## src/rtl/raspi_link_responder.sv

```systemverilog
// Responder side of the CD-ROM <-> Raspberry Pi nibble link: decodes nibble-serialised
// command records and streams sector bytes back over the 8-bit ack/data handshake.
module raspi_link_responder #(
  parameter int         SYNC_STAGES  = 2,
  parameter int         SECTOR_BYTES = 2048,
  parameter logic [3:0] CANCEL_CODE  = 4'hA
) (
  input  logic        clk,
  input  logic        rst,
  input  logic [3:0]  raspi_cmd,
  input  logic        raspi_en,
  output logic        raspi_ack,
  output logic [7:0]  raspi_data,
  output logic        cmd_strobe,
  output logic [7:0]  cmd_code,
  output logic [23:0] cmd_params,
  output logic [1:0]  param_cnt,
  input  logic [7:0]  src_data,
  input  logic        src_valid,
  output logic        src_ready,
  output logic        streaming,
  output logic        sector_done,
  output logic        cancel_strobe
);

  localparam int BW = $clog2(SECTOR_BYTES);

  typedef enum logic [2:0] {
    C_WAIT,
    C_ACK,
    DISPATCH,
    S_FETCH,
    S_PRESENT,
    S_RELEASE
  } state_t;

  state_t                       state;
  logic [SYNC_STAGES-1:0]       en_sync;
  logic [SYNC_STAGES-1:0][3:0]  cmd_sync;
  logic                         en_s;
  logic [3:0]                   cmd_s;
  logic [31:0]                  rx_buf;
  logic [2:0]                   nib_idx;
  logic                         armed;
  logic                         cancel_prev;
  logic [BW-1:0]                byte_cnt;
  logic [1:0]                   rx_pc;
  logic [23:0]                  rx_params;
  logic                         rx_is_stream;

  function automatic logic [1:0] param_count(input logic [7:0] code);
    case (code)
      8'h02:                      param_count = 2'd3;
      8'h0D:                      param_count = 2'd2;
      8'h0E, 8'h12, 8'h14, 8'h19: param_count = 2'd1;
      default:                    param_count = 2'd0;
    endcase
  endfunction

  always_ff @(posedge clk or negedge rst) begin
    if (!rst) begin
      en_sync  <= '0;
      cmd_sync <= '0;
    end else begin
      en_sync  <= {en_sync[SYNC_STAGES-2:0], raspi_en};
      cmd_sync <= {cmd_sync[SYNC_STAGES-2:0], raspi_cmd};
    end
  end

  assign en_s  = en_sync[SYNC_STAGES-1];
  assign cmd_s = cmd_sync[SYNC_STAGES-1];

  assign rx_pc        = param_count(rx_buf[7:0]);
  assign rx_is_stream = (rx_buf[7:0] == 8'h06) || (rx_buf[7:0] == 8'h1B);

  // Parameter bytes beyond the command's count may hold stale nibbles from earlier records.
  always_comb begin
    rx_params = rx_buf[31:8];
    if (rx_pc < 2'd3) rx_params[23:16] = 8'h00;
    if (rx_pc < 2'd2) rx_params[15:8]  = 8'h00;
    if (rx_pc < 2'd1) rx_params[7:0]   = 8'h00;
  end

  always_ff @(posedge clk or negedge rst) begin
    if (!rst) begin
      state         <= C_WAIT;
      rx_buf        <= '0;
      nib_idx       <= '0;
      armed         <= 1'b0;
      cancel_prev   <= 1'b0;
      byte_cnt      <= '0;
      raspi_ack     <= 1'b0;
      raspi_data    <= '0;
      cmd_strobe    <= 1'b0;
      cmd_code      <= '0;
      cmd_params    <= '0;
      param_cnt     <= '0;
      src_ready     <= 1'b0;
      streaming     <= 1'b0;
      sector_done   <= 1'b0;
      cancel_strobe <= 1'b0;
    end else begin
      cmd_strobe    <= 1'b0;
      src_ready     <= 1'b0;
      sector_done   <= 1'b0;
      cancel_strobe <= 1'b0;
      if (!en_s) armed <= 1'b1;

      case (state)
        C_WAIT: begin
          if (armed && en_s) begin
            rx_buf[{nib_idx, 2'b00} +: 4] <= cmd_s;
            raspi_ack <= 1'b1;
            state     <= C_ACK;
          end
        end

        // The last nibble index is odd, so the stale count seen at nibble 0 cannot end the record.
        C_ACK: begin
          if (!en_s) begin
            raspi_ack <= 1'b0;
            if (nib_idx == {rx_pc, 1'b1}) begin
              nib_idx <= '0;
              state   <= DISPATCH;
            end else begin
              nib_idx <= nib_idx + 3'd1;
              state   <= C_WAIT;
            end
          end
        end

        DISPATCH: begin
          cmd_code   <= rx_buf[7:0];
          cmd_params <= rx_params;
          param_cnt  <= rx_pc;
          cmd_strobe <= 1'b1;
          if (rx_is_stream) begin
            byte_cnt  <= '0;
            streaming <= 1'b1;
            state     <= S_FETCH;
          end else begin
            state <= C_WAIT;
          end
        end

        S_FETCH: begin
          if (src_valid && !en_s) begin
            src_ready   <= 1'b1;
            raspi_data  <= src_data;
            raspi_ack   <= 1'b1;
            cancel_prev <= 1'b0;
            state       <= S_PRESENT;
          end
        end

        // A consuming en_s rise takes priority over a pending cancel.
        S_PRESENT: begin
          if (en_s) begin
            raspi_ack   <= 1'b0;
            cancel_prev <= 1'b0;
            state       <= S_RELEASE;
            if (byte_cnt == BW'(SECTOR_BYTES - 1)) begin
              sector_done <= 1'b1;
              byte_cnt    <= '0;
            end else begin
              byte_cnt <= byte_cnt + BW'(1);
            end
          end else if (cmd_s == CANCEL_CODE) begin
            if (cancel_prev) begin
              raspi_ack     <= 1'b0;
              cancel_strobe <= 1'b1;
              streaming     <= 1'b0;
              cancel_prev   <= 1'b0;
              nib_idx       <= '0;
              state         <= C_WAIT;
            end else begin
              cancel_prev <= 1'b1;
            end
          end else begin
            cancel_prev <= 1'b0;
          end
        end

        S_RELEASE: begin
          if (!en_s) state <= S_FETCH;
        end

        default: state <= C_WAIT;
      endcase
    end
  end

endmodule

```

## config.mk

```make
export PLATFORM = sky130hd
export DESIGN_NAME = raspi_link_responder
export DESIGN_NICKNAME = d
export VERILOG_FILES = /design/src/rtl/raspi_link_responder.sv
export SDC_FILE = /design/constraint.sdc
export NUM_CORES = 1
export LEC_CHECK = 0
export CORE_MARGIN = 2
export CORE_UTILIZATION = 30
export DETAILED_ROUTE_END_ITERATION = 8
export GPL_TIMING_DRIVEN = 1
export SYNTH_ARGS = -nofsm -noshare
export SYNTH_HDL_FRONTEND = slang
export SYNTH_SLANG_ARGS = --single-unit
```

## constraint.sdc

```tcl
create_clock -name clk -period 3 [get_ports clk]
set_clock_uncertainty 0.05 [all_clocks]
set_input_delay 0.45 -clock clk [delete_from_list [all_inputs] [get_ports clk]]
set_output_delay 0.45 -clock clk [all_outputs]
set_load 0.02 [all_outputs]
```

# After elaboration in Yosys (flattened, before gate mapping)
# Index checks and enable logic that the tools add are counted.
[word_totals]
ff_bits = 109
inputBits = 16
output_inout_bits = 48
elab_cells = 120
[classes]
addsub = 3
order_cmp = 3
n_eq_ne = 27
shifts = 2
muxes = 48
n_reduce_logical = 18
[op_table]
columns = ["cell", "count"]
rows = [
  ["11-bit 2-to-1 mux", 3],
  ["32-bit bitwise mux", 1],
  ["8-bit by 5-bit == test with 1-bit output (second input constant)", 4],
  ["4-bit by 7-bit variable shift with 32-bit output (first input constant)", 1],
  ["4-bit by 7-bit variable part select with 32-bit output", 1],
  ["3-bit 2-to-1 mux", 10],
  ["8-bit 2-to-1 mux", 3],
  ["1-bit 2-to-1 mux", 22],
  ["11-bit case mux with 2 select lines", 1],
  ["2-bit != test (second input constant)", 9],
  ["3-bit case mux with 6 select lines", 1],
  ["8-bit by 4-bit == test with 1-bit output (second input constant)", 2],
  ["6-bit AND reduction", 2],
  ["11-bit by 1-bit adder with 11-bit output (second input constant)", 1],
  ["11-bit == test (second input constant)", 1],
  ["5-bit AND reduction", 2],
  ["8-bit by 2-bit == test with 1-bit output (second input constant)", 1],
  ["8-bit by 3-bit == test with 1-bit output (second input constant)", 1],
  ["5-bit negator with 7-bit output", 1],
  ["3-bit by 2-bit == test with 1-bit output (second input constant)", 2],
  ["3-bit == test (second input constant)", 2],
  ["3-bit != test (second input constant)", 2],
  ["2-bit case mux with 3 select lines", 1],
  ["3-bit case mux with 2 select lines", 1],
  ["18 further kinds", 26],
]

# Depth between registers and ports, before layout
# Gate-level depths: netlist of the first run.
[logic_depth]
depth_word = 7
mapped_depth = 8
mapped_depth_nobuf = 6

# Least setup slack after synthesis of the first run
# Ideal clock, no wire load.
[synth_timing]
kind = "register -> register"
from = "register rx_buf[0]"
to = "register byte_cnt[3]"
setup_ps = 130
t_arrival_ps = 2016
t_required_ps = 2820
setup_slack_ps = 804
stages_incl_launch_ff = 8
n_path_buf = 2
synth_period_minus_slack_ps = 2196
path_cell_list = "dfrtp_1 buf_6 or4b_4 a2111oi_4 nor2_2 buf_6 a22oi_2 o31ai_1"
[synth_between]
elab_chain_len = 4
word_cells_on_any_way = 5
classes_between = "eq/ne: 3; reduce/logical: 2"
[synth_rtl]
columns = ["element", "line_no", "text"]
rows = [
  ["start: declaration", "42", "logic [31:0] rx_buf;"],
  ["start signal: indexed assignment", "112", "rx_buf[{nib_idx, 2'b00} +: 4] <= cmd_s;"],
  ["8-bit by 3-bit == test with 1-bit output or 8-bit by 5-bit == test with 1-bit output (tied branches)", "74", "assign rx_is_stream = (rx_buf[7:0] == 8'h06) || (rx_buf[7:0] == 8'h1B);"],
  ["1-bit logical OR (*)", "74", ""],
  ["2-bit != test (no source line) (*)", "--", ""],
  ["3-bit AND reduction (no source line) (*)", "--", ""],
  ["end signal: assignment", "166", "byte_cnt <= byte_cnt + BW'(1);"],
  ["end: declaration", "46", "logic [BW-1:0] byte_cnt;"],
]
# Mark *: on every way between the ends. The rest lies on a longest branch, timed or not.
# A chain may end at the register's enable or synchronous reset.

# Final worst setup path of the first run
[layout_timing]
from = "register state[1]"
to = "register cmd_params[17]"
[layout_between]
elab_chain_len = 1
[layout_rtl]
columns = ["element", "line_no", "text"]
rows = [
  ["start: declaration", "37", "state_t state;"],
  ["start signal: assignment", "86", "state <= C_WAIT;"],
  ["start signal: assignment", "114", "state <= C_ACK;"],
  ["start signal: assignment", "124", "state <= DISPATCH;"],
  ["3-bit by 2-bit == test with 1-bit output", "109", "case (state)"],
  ["end signal: assignment", "134", "cmd_params <= rx_params;"],
  ["end: declaration", "16", "output logic [23:0] cmd_params,"],
]
# No other way between the ends.

==> summary.txt, run 1 <==
Timing
  • Final period util: 80.76%
  • Setup-failing EPs final: 0
  • PnR worst setup slack: 0.5771 ns
  • Fmax: 0.4127 GHz
  • Crit path time final: around 2.4 ns
  • TNS Setup: 0 ns
  • Unrepaired setup endpoints after global routing: false
  • Final Max Tran Viols: 0
  • Worst slew pin tran: 0.7943 ns
  • Final hold vios: 0
  • Slew HR: 47.05%

Power
  • Worst vdd ir: around 0.4 mV
  • Total power: 4.929 mW
  • P per Cell Area: 825.1 nW/µm²
  • Leak: ~2.7 nW

CTS
  • Clk sinks: 109
  • Clk pin slew, worst setup/hold paths: ~0.070 ns
  • Clock Tree Buf Depth: 2
  • CTS root buffer: clkbuf_16
  • CTS Hold Buffers Added: 0
  • Post-CTS setup buffers: 0
  • CTS tree: yes
  • H-tree depth: 3
  • Clk_lat worst skew: 0.35 ns
  • Cts repair resizes: 0
  • TritonCTS Buffers: 9

Placement
  • IO Port Bufs: 63
  • Placed cell areas: 5643 µm²
  • Hpwl dp: 7335 µm
  • DP Worst Slack: 0.5747 ns
  • Routability Congestion: about 0.8

Critical path
  • R2R depth: 7
  • End of the critical path: cmd_params[17]
  • Setup crit start: state[1]
  • Worst Path Required: between 3 and 4 ns
  • RR Startpoint: state[1]
  • Worst-path maximum fanout: 29
  • Arrival @ worst endpoint: around 2.7 ns
  • R2r setup slk: 0.58 ns
  • Crit end category: flip-flop
  • Startpoint Class: flip-flop
  • Critical path type: flip-flop to flip-flop
  • Reg2Reg Capture Point: cmd_params[17]

Cells and area
  • Layout area overhead: 24.09%
  • Layout cells sized above 1: around 16%
  • Antenna diode count: 0
  • Nets: roughly 490
  • Final Cell Area: 5974 µm²
  • Commonest non-fill, non-tap cell in the layout: dfrtp_1
  • # fillers: 1545
  • Most frequent cells in the layout: dfrtp_1 (109), clkdlybuf4s50_1 (62), nand2_1 (44)

Drt
  • Initial DRC Count: between 100 and 150
  • DRT antenna net count: 0
  • Vias: roughly 3300
  • WL final: 10290 µm
  • Residual DRC: 0
  • Total iterations of the first detailed-routing run: 5
  • Drt wl/cell: 14.93 µm
  • Routed vias/inst: 4.859

Synthesis
  • Synthesized area: around 4800 µm²
  • Register area share after synthesis: 56.65%
  • Synthesized flop and latch total: 109
  • Netlist cell types: 62
  • Main synth FF type: dfrtp_1
  • Synth top area cells: dfrtp_1 (57%), mux2_2 (9.4%), a22o_1 (4.5%)
  • Post-synth EDFFs: 0
  • Dominant cell type by area after synthesis: dfrtp_1
  • Ys async rst share: 100.0%
  • Synth Area per Inst: about 12 µm²
  • Syn_nets: 432
  • YS warnings: 0
  • Post-synth top area share: 56.65%
  • Cells after Synth: approximately 410

Job
  • Max cap viols: 0

GRT
  • Global route overflow: 0
  • Most Crowded Layer GR: met2
  • Met2 Usage GRT: a little over a fifth
  • Largest net degree at the start of global routing: 61
  • Tot GR Track Use: 13.02%
  • GR met3 Demand/Resource: 3.379%
  • Global-route wire length before repair: about 18000 µm
  • Via count of the first global-routing pass: 3543
  • Met1 global-route usage: 16.32%
  • Initial antenna violation count: 0

Floorplanning
  • Die Span X: 130.7 µm
  • Die Ht: 130.7 µm
  • DIE AREA: roughly 17000 µm²
  • Initial Util: 30.53%
  • Row count: 46
  • Core ar.: approximately 16000 µm²
  • # IOs: 64

Hold path
  • Worst Hold Class: input port to async pin

Status
  • Status: completed
## stage by stage
stage	std cells	hold slack (ns)	utilization, %
after CTS	689	0.1621	37.88
after detailed placement	673	0.2926	35.78
final	689	0.1076	37.88
after global placement	673	0.2821	35.78
after floorplan	409	0.1044	-
after global routing	689	0.2013	37.88
## worst max-delay path, stage by stage, from the launching register on
cell and delay (ns):
dfrtp_1 0.53, or3b_2 0.64, buf_4 0.30, nor3_2 0.20, buf_4 0.19, nor2b_1 0.15
buf_4 0.17, a22o_1 0.14
## report_power, final
part	leakage (nW)	total (mW)	switching, mW	internal [mW]
clock	0.162	1.30	0.554	0.745
combinational	1.04	1.52	0.803	0.716
sequential	1.45	2.11	0.319	1.79
total	2.66	4.93	1.68	3.25
## routing by layer
layer  vias to the layer above  wire length, µm
met5                         -                0
met4                         0              192
met3                        16              481
met2                        91             5002
met1                      1662             4609
li1                       1579                -
## cell families after synthesis
logic type / share of synthesized area [%]
DFF: 56.65
buffers and inverters: 3.430
xor gates and xnor gates: 0.7276
AOI/OAI and AO/OA: 12.86
muxes: 9.355
and+or+nand+nor: 15.15
adders and majority gates: 1.819
## state kept, by name (all words and copies together), names as in the netlist, 2 cells and up
signal      cells
rx_buf         32
cmd_params     24
byte_cnt       11
cmd_code        8
raspi_data      8
cmd_s           4
cmd_sync        4
nib_idx         3
state           3
en_sync         2
param_cnt       2
## area by class of cell
| class | instances | area [µm²] | share of cell area [%] |
|---|---|---|---|
| clock buffers | 9 | 225.2 | 3.770 |
| clock inverters | 7 | 106.4 | 1.780 |
| inverters | 14 | 52.55 | 0.8796 |
| multi-input cells | 267 | 1922 | 32.17 |
| flip-flops and latches | 109 | 2728 | 45.65 |
| well taps | 216 | 270.3 | 4.524 |
| repair buffers | 67 | 670.6 | 11.23 |
## worst min path at each step
stage          startpoint              to
2_1_floorplan         rst           armed
3_3_place_gp   en_sync[0]      en_sync[1]
3_5_place_dp   en_sync[0]      en_sync[1]
4_1_cts               rst  cmd_params[14]
5_1_grt               rst  cmd_params[13]
6_report              rst  cmd_params[14]
## Yosys cell counts (3+ instances only)
master / count
buf_2: 4
and3_1: 3
nand4_1: 3
mux2_2: 40
nor3b_1: 3
a31oi_1: 5
o21bai_1: 3
nand2b_1: 5
nor3_1: 6
clkbuf_1: 9
dfrtp_1: 109
o31ai_1: 4
nor2_1: 20
xor2_1: 4
nor2b_1: 4
inv_1: 13
and2_1: 14
nand3_1: 11
a21oi_1: 7
nand4b_1: 3
ha_1: 7
nand2_1: 44
o21ai_0: 10
a22o_1: 25
o211ai_1: 3
o21ai_1: 5
Power figures use the tool's default switching activity.
==> inputs of run 2 (changes only) <==
clock period = 2.4 ns   (was 3 ns; I/O delays follow)
==> run 2 against run 1 <==
Register-to-register slack worse by 0.46 ns; highest routed layer unchanged; clock power is 8% higher; sequential cell count is the same; non-clock buffer count grew 15; count of clock-buffer cells in the layout rose by 1; combinational power increased by 35%; design area increased by 1.0%; worst setup slack got worse by 0.46 ns; cell count rose by 2.2%; sequential share of layout area is 0.45 points lower; routed wire length is 2.0% higher.
==> summary.txt, run 2 (synthesized netlist as in run 1, its figures left out) <==
Cells and area
  • Antenna diode count: 0
  • Largest regs: rx_buf x32, cmd_params x24, byte_cnt x11
  • Layout area overhead: 25.34%
  • Commonest non-fill, non-tap cell in the layout: dfrtp_1
  • Max FFs per register: 32
  • Final Util: 38.27%
  • Nets: 506
  • Largest Register: rx_buf
  • Layout cells sized above 1: a little under a fifth
  • Most frequent cells in the layout: dfrtp_1 (109), clkdlybuf4s50_1 (62), nand2_1 (44)

Power
  • P per Cell Area: approximately 1000 nW/µm²
  • Worst vdd ir: 0.4367 mV
  • Leak: 2.703 nW

Timing
  • Unrepaired setup endpoints after global routing: false
  • Final period util: 94.96%
  • Setup-failing EPs final: 0
  • Worst slew pin tran: 0.4782 ns
  • PnR worst setup slack: approximately 0.12 ns
  • TNS Setup: 0 ns
  • Final Max Tran Viols: 0
  • Slew HR: roughly two thirds
  • Final hold vios: 0
  • Fmax: ~0.44 GHz
  • Hold slack: 0.2978 ns
  • Crit path time final: between 2 and 2.5 ns

GRT
  • Largest net degree at the start of global routing: 53
  • Via count of the first global-routing pass: 3433
  • Global route overflow: 0
  • Initial antenna violation count: 0
  • Tot GR Track Use: 12.92%
  • Global-route wire length before repair: roughly 17000 µm

CTS
  • CTS tree: yes
  • Clk_lat worst skew: 0.36 ns
  • Clk sinks: 109
  • CTS root buffer: clkbuf_16
  • Post-CTS setup buffers: 0
  • Clk pin slew, worst setup/hold paths: 0.07 ns
  • Clock Tree Buf Depth: 2
  • TritonCTS Buffers: 9
  • H-tree depth: 3
  • Cts repair resizes: 0

Drt
  • Drt wl/cell: about 15 µm
  • Routed vias/inst: around 4.8
  • Initial DRC Count: 166
  • Total iterations of the first detailed-routing run: 5
  • Residual DRC: 0
  • Vias: roughly 3400
  • WL final: between 10000 and 15000 µm
  • DRT antenna net count: 0

Critical path
  • Setup crit start: nib_idx[0]
  • Crit end category: flip-flop
  • RR Startpoint: nib_idx[0]
  • Critical path type: flip-flop to flip-flop
  • Worst Path Required: roughly 2.6 ns
  • Worst-path maximum fanout: 8
  • Arrival @ worst endpoint: around 2.5 ns
  • R2R depth: 6
  • Startpoint Class: flip-flop

Hold path
  • Worst hold start: cmd_sync[2]
  • Worst Hold Class: flip-flop to flip-flop
  • Worst hold path depth: 0

Status
  • Status: completed

Floorplanning
  • Die Span X: ~130 µm
  • DIE AREA: between 15000 and 20000 µm²
  • Core ar.: ~16000 µm²
  • Initial Util: 30.53%
  • Row count: 46
  • Die Ht: 130.7 µm
  • # IOs: 64

Placement
  • DP Worst Slack: 0.1822 ns
  • IO Port Bufs: 63
  • Routability Congestion: 0.8083
  • Hpwl dp: 7455 µm

Job
  • Max cap viols: 0
[run 2: cell types whose count changed in the layout (fill, tap and decap cells not counted)]
cell,delta
clkinvlp_4,+1
bufinv_16,-2
inv_6,+1
dlygate4sd3_1,+1
clkinv_4,-1
clkbuf_1,+1
buf_4,+14
clkinv_2,+1
inv_8,-1
[run 2: per-layer routing]
layer  wire [µm]  track usage [%]
met3         464            3.868
met2        5148            21.63
met4         148            3.755
met1        4726            16.26
met5           0                0
[run 2: final timing paths]
path                            slack, ns          end
worst max-delay path                 0.12    rx_buf[3]
worst min-delay path                 0.30     cmd_s[2]
worst max register to register       0.12    rx_buf[3]
worst min register to register       0.30     cmd_s[2]
max in group asynchronous            1.13  cancel_prev
min in group asynchronous            0.45   rx_buf[23]
[run 2: what timing repair did]
item                                   CTS  global route
hold buffers                             1             0
endpoints found under the hold margin   33             0
setup endpoints to repair                0             0
[run 2: power breakdown]
part	switching [mW]	internal [mW]
Sequential	0.325	2.24
Combinational	1.08	0.969
Clock	0.687	0.714
Total	2.09	3.92
[run 2: critical path, stage by stage, from the launching register on]
cell      delay [ns]
dfrtp_1         0.50
inv_1           0.12
ha_1            0.22
ha_1            0.28
nand2b_1        0.21
nor2_1          0.39
mux2_2          0.39
[run 2: per-stage QoR]
stage	instance area [µm²]	std cells	power [mW]
finish	6035	704	6.015
global placement	5748	687	4.577
CTS	6035	704	6.089
global route	6035	704	6.400
floorplan	4815	409	3.897
detailed placement	5748	687	4.653
[run 2: layout make-up]
type                            instances  area, µm²
Multi-Input combinational cell        267       1922
Clock inverter                          6      47.55
Sequential cell                       109       2728
Fill cell                            1574       9736
Clock buffer                           10      229.0
Timing Repair Buffer                   82      785.8
Inverter                               14      52.55
Tap cell                              216      270.3
==> inputs of run 3 (changes only) <==
CORE_UTILIZATION = 55   (was 30)
HOLD_SLACK_MARGIN = 0.12   (was not set)
PLACE_DENSITY = 0.8   (was not set)
==> run 3 against run 2 <==
Die area down 44%; count of clock-buffer cells in the layout increased by 3; worst hold slack improved by 0.0073 ns; via count is 0.65% higher; non-clock buffer count shrank 1; clock power is 30% lower; largest cell class unchanged; highest routed layer unchanged.
==> summary.txt, run 3 (synthesized netlist as in run 1, its figures left out) <==
GRT
  • Global route overflow: 0
  • Global-route wire length before repair: 16390 µm
  • Most Crowded Layer GR: met2
  • Met2 Usage GRT: approximately a third
  • Via count of the first global-routing pass: 3397
  • Initial antenna violation count: 0
  • GR met3 Demand/Resource: 5.899%
  • Largest net degree at the start of global routing: 69
  • Tot GR Track Use: 21.07%
  • Met1 global-route usage: 27.70%

Critical path
  • Crit-path cells: or4b_1, a2111oi_2, or3b_1, a31oi_1, nand2b_1
  • Worst Path Required: 2.65 ns
  • Worst-path maximum fanout: 11
  • Arrival @ worst endpoint: between 2 and 2.5 ns
  • Max incr delay on CP: between 0.6 and 0.7 ns
  • Critical path type: flip-flop to flip-flop
  • Crit end category: flip-flop
  • CP delay by family, top: simple AND/OR/NAND/NOR gates
  • Buf/Inv on CP: 0
  • CP max-delay cell: or4b_1
  • Startpoint Class: flip-flop

Floorplanning
  • Row count: 34
  • # IOs: 64
  • Core ar.: about 8600 µm²
  • Initial Util: 56.03%
  • Die Span X: 97.56 µm
  • Die Ht: 97.56 µm
  • DIE AREA: 9518 µm²

Cells and area
  • Most frequent cells in the layout: dfrtp_1 (109), clkdlybuf4s50_1 (62), nand2_1 (44)
  • Final Util: 67.40%
  • Max FFs per register: 32
  • Layout area overhead: 20.30%
  • Final Non-Filler Cells: 595
  • Nets: 505
  • Largest Register: rx_buf
  • Largest regs: rx_buf x32, cmd_params x24, byte_cnt x11
  • Antenna diode count: 0
  • # fillers: 636
  • Commonest non-fill, non-tap cell in the layout: dfrtp_1
  • Layout cells sized above 1: 18.07%
  • Final Cell Area: between 5000 and 6000 µm²

Drt
  • DRT antenna net count: 0
  • Drt wl/cell: 15.91 µm
  • Initial DRC Count: 189
  • Routed vias/inst: 5.689
  • Residual DRC: 0
  • Vias: 3385
  • WL final: around 9500 µm
  • Total iterations of the first detailed-routing run: 5

Timing
  • Fmax: 0.4477 GHz
  • TNS Setup: 0 ns
  • Crit path time final: 2.234 ns
  • Unrepaired setup endpoints after global routing: false
  • Slew HR: 59.06%
  • Worst slew pin tran: 0.6059 ns
  • Setup-failing EPs final: 0
  • Final hold vios: 0
  • Final Max Tran Viols: 0
  • Final period util: between 90 and 100%

Power
  • Worst vdd ir: 0.6330 mV
  • Sw Ratio: 35.22%
  • Internal: 3.613 mW
  • Logic pwr share: between 30% and 40%
  • Leak: 2.649 nW
  • Clock power frac: 17.5%
  • P per Cell Area: between 900 and 1000 nW/µm²
  • NetSw: 1.964 mW
  • Reg power frac: 45.8%

Hold path
  • Worst Hold Class: flip-flop to flip-flop

CTS
  • Clk pin slew, worst setup/hold paths: 0.10 ns
  • CTS root buffer: clkbuf_8
  • CTS tree: yes
  • Post-CTS setup buffers: 0
  • Clock Tree Buf Depth: 2
  • TritonCTS Buffers: 9
  • Clk sinks: 109
  • H-tree depth: 3
  • Clk_lat worst skew: about 0.36 ns

Placement
  • Routability Congestion: 0.8961
  • DP Cell Count: 578
  • Placed cell areas: 5605 µm²
  • Hpwl dp: 6662 µm
  • IO Port Bufs: 63

Status
  • Status: completed

Job
  • Max cap viols: 0
[run 3: changes by cell type in the layout (fill, tap and decap cells not counted), sizes merged]
| cell | delta |
|---|---|
| buf | -1 |
| clkbuf | +3 |
| clkinv | -1 |
| inv | -2 |
[run 3: path summary, 6_finish.rpt]
check | endpoint | depth (start not counted) | start | slack [ns]
worst max-delay path | state[1] | 5 | rx_buf[3] | 0.17
worst min-delay path | cmd_s[0] | 0 | cmd_sync[0] | 0.31
worst max register to register | state[1] | 5 | rx_buf[3] | 0.17
worst min register to register | cmd_s[0] | 0 | cmd_sync[0] | 0.31
max in group asynchronous | rx_buf[0] | 3 | rst | 1.11
min in group asynchronous | cmd_params[13] | 2 | rst | 0.46
[run 3: through the flow]
step | setup WS (ns) | hold WS [ns] | power (mW)
after CTS | 0.1380 | 0.3097 | 5.616
after global routing | 0.01950 | 0.3197 | 5.943
after global placement | 0.2172 | 0.2825 | 4.538
final | 0.1665 | 0.3052 | 5.578
after floorplan | 0.2040 | 0.01441 | 3.897
after detailed placement | 0.1651 | 0.2847 | 4.616
[run 3: routing by layer]
layer	up-vias	share of wire, %
li1	1605	-
met1	1679	43
met2	95	50
met3	6	5.6
met4	0	1.1
met5	-	0
[run 3: power by group through the flow]
stage | Clock [mW] | Sequential [mW] | Combinational (mW)
2_1_floorplan | 0 | 2.67 | 1.22
3_3_place_gp | 0 | 2.56 | 1.98
3_5_place_dp | 0 | 2.59 | 2.03
4_1_cts | 1.02 | 2.55 | 2.04
5_1_grt | 1.08 | 2.62 | 2.24
6_report | 0.978 | 2.56 | 2.04
[run 3: repair_timing]
item,in CTS,in global routing
gates resized for setup,0,2
hold endpoints to repair,41,0
endpoints found under the setup margin,0,3
hold buffers,1,0
[run 3: cell type report]
cell class / instances / area, µm² / area share, %
Clock inverter: 3 / 21.27 / 0.3673
Timing Repair Buffer: 81 / 778.2 / 13.44
Sequential cell: 109 / 2728 / 47.09
Clock buffer: 13 / 148.9 / 2.571
Multi-Input combinational cell: 267 / 1928 / 33.29
Tap cell: 108 / 135.1 / 2.333
Inverter: 14 / 52.55 / 0.9073
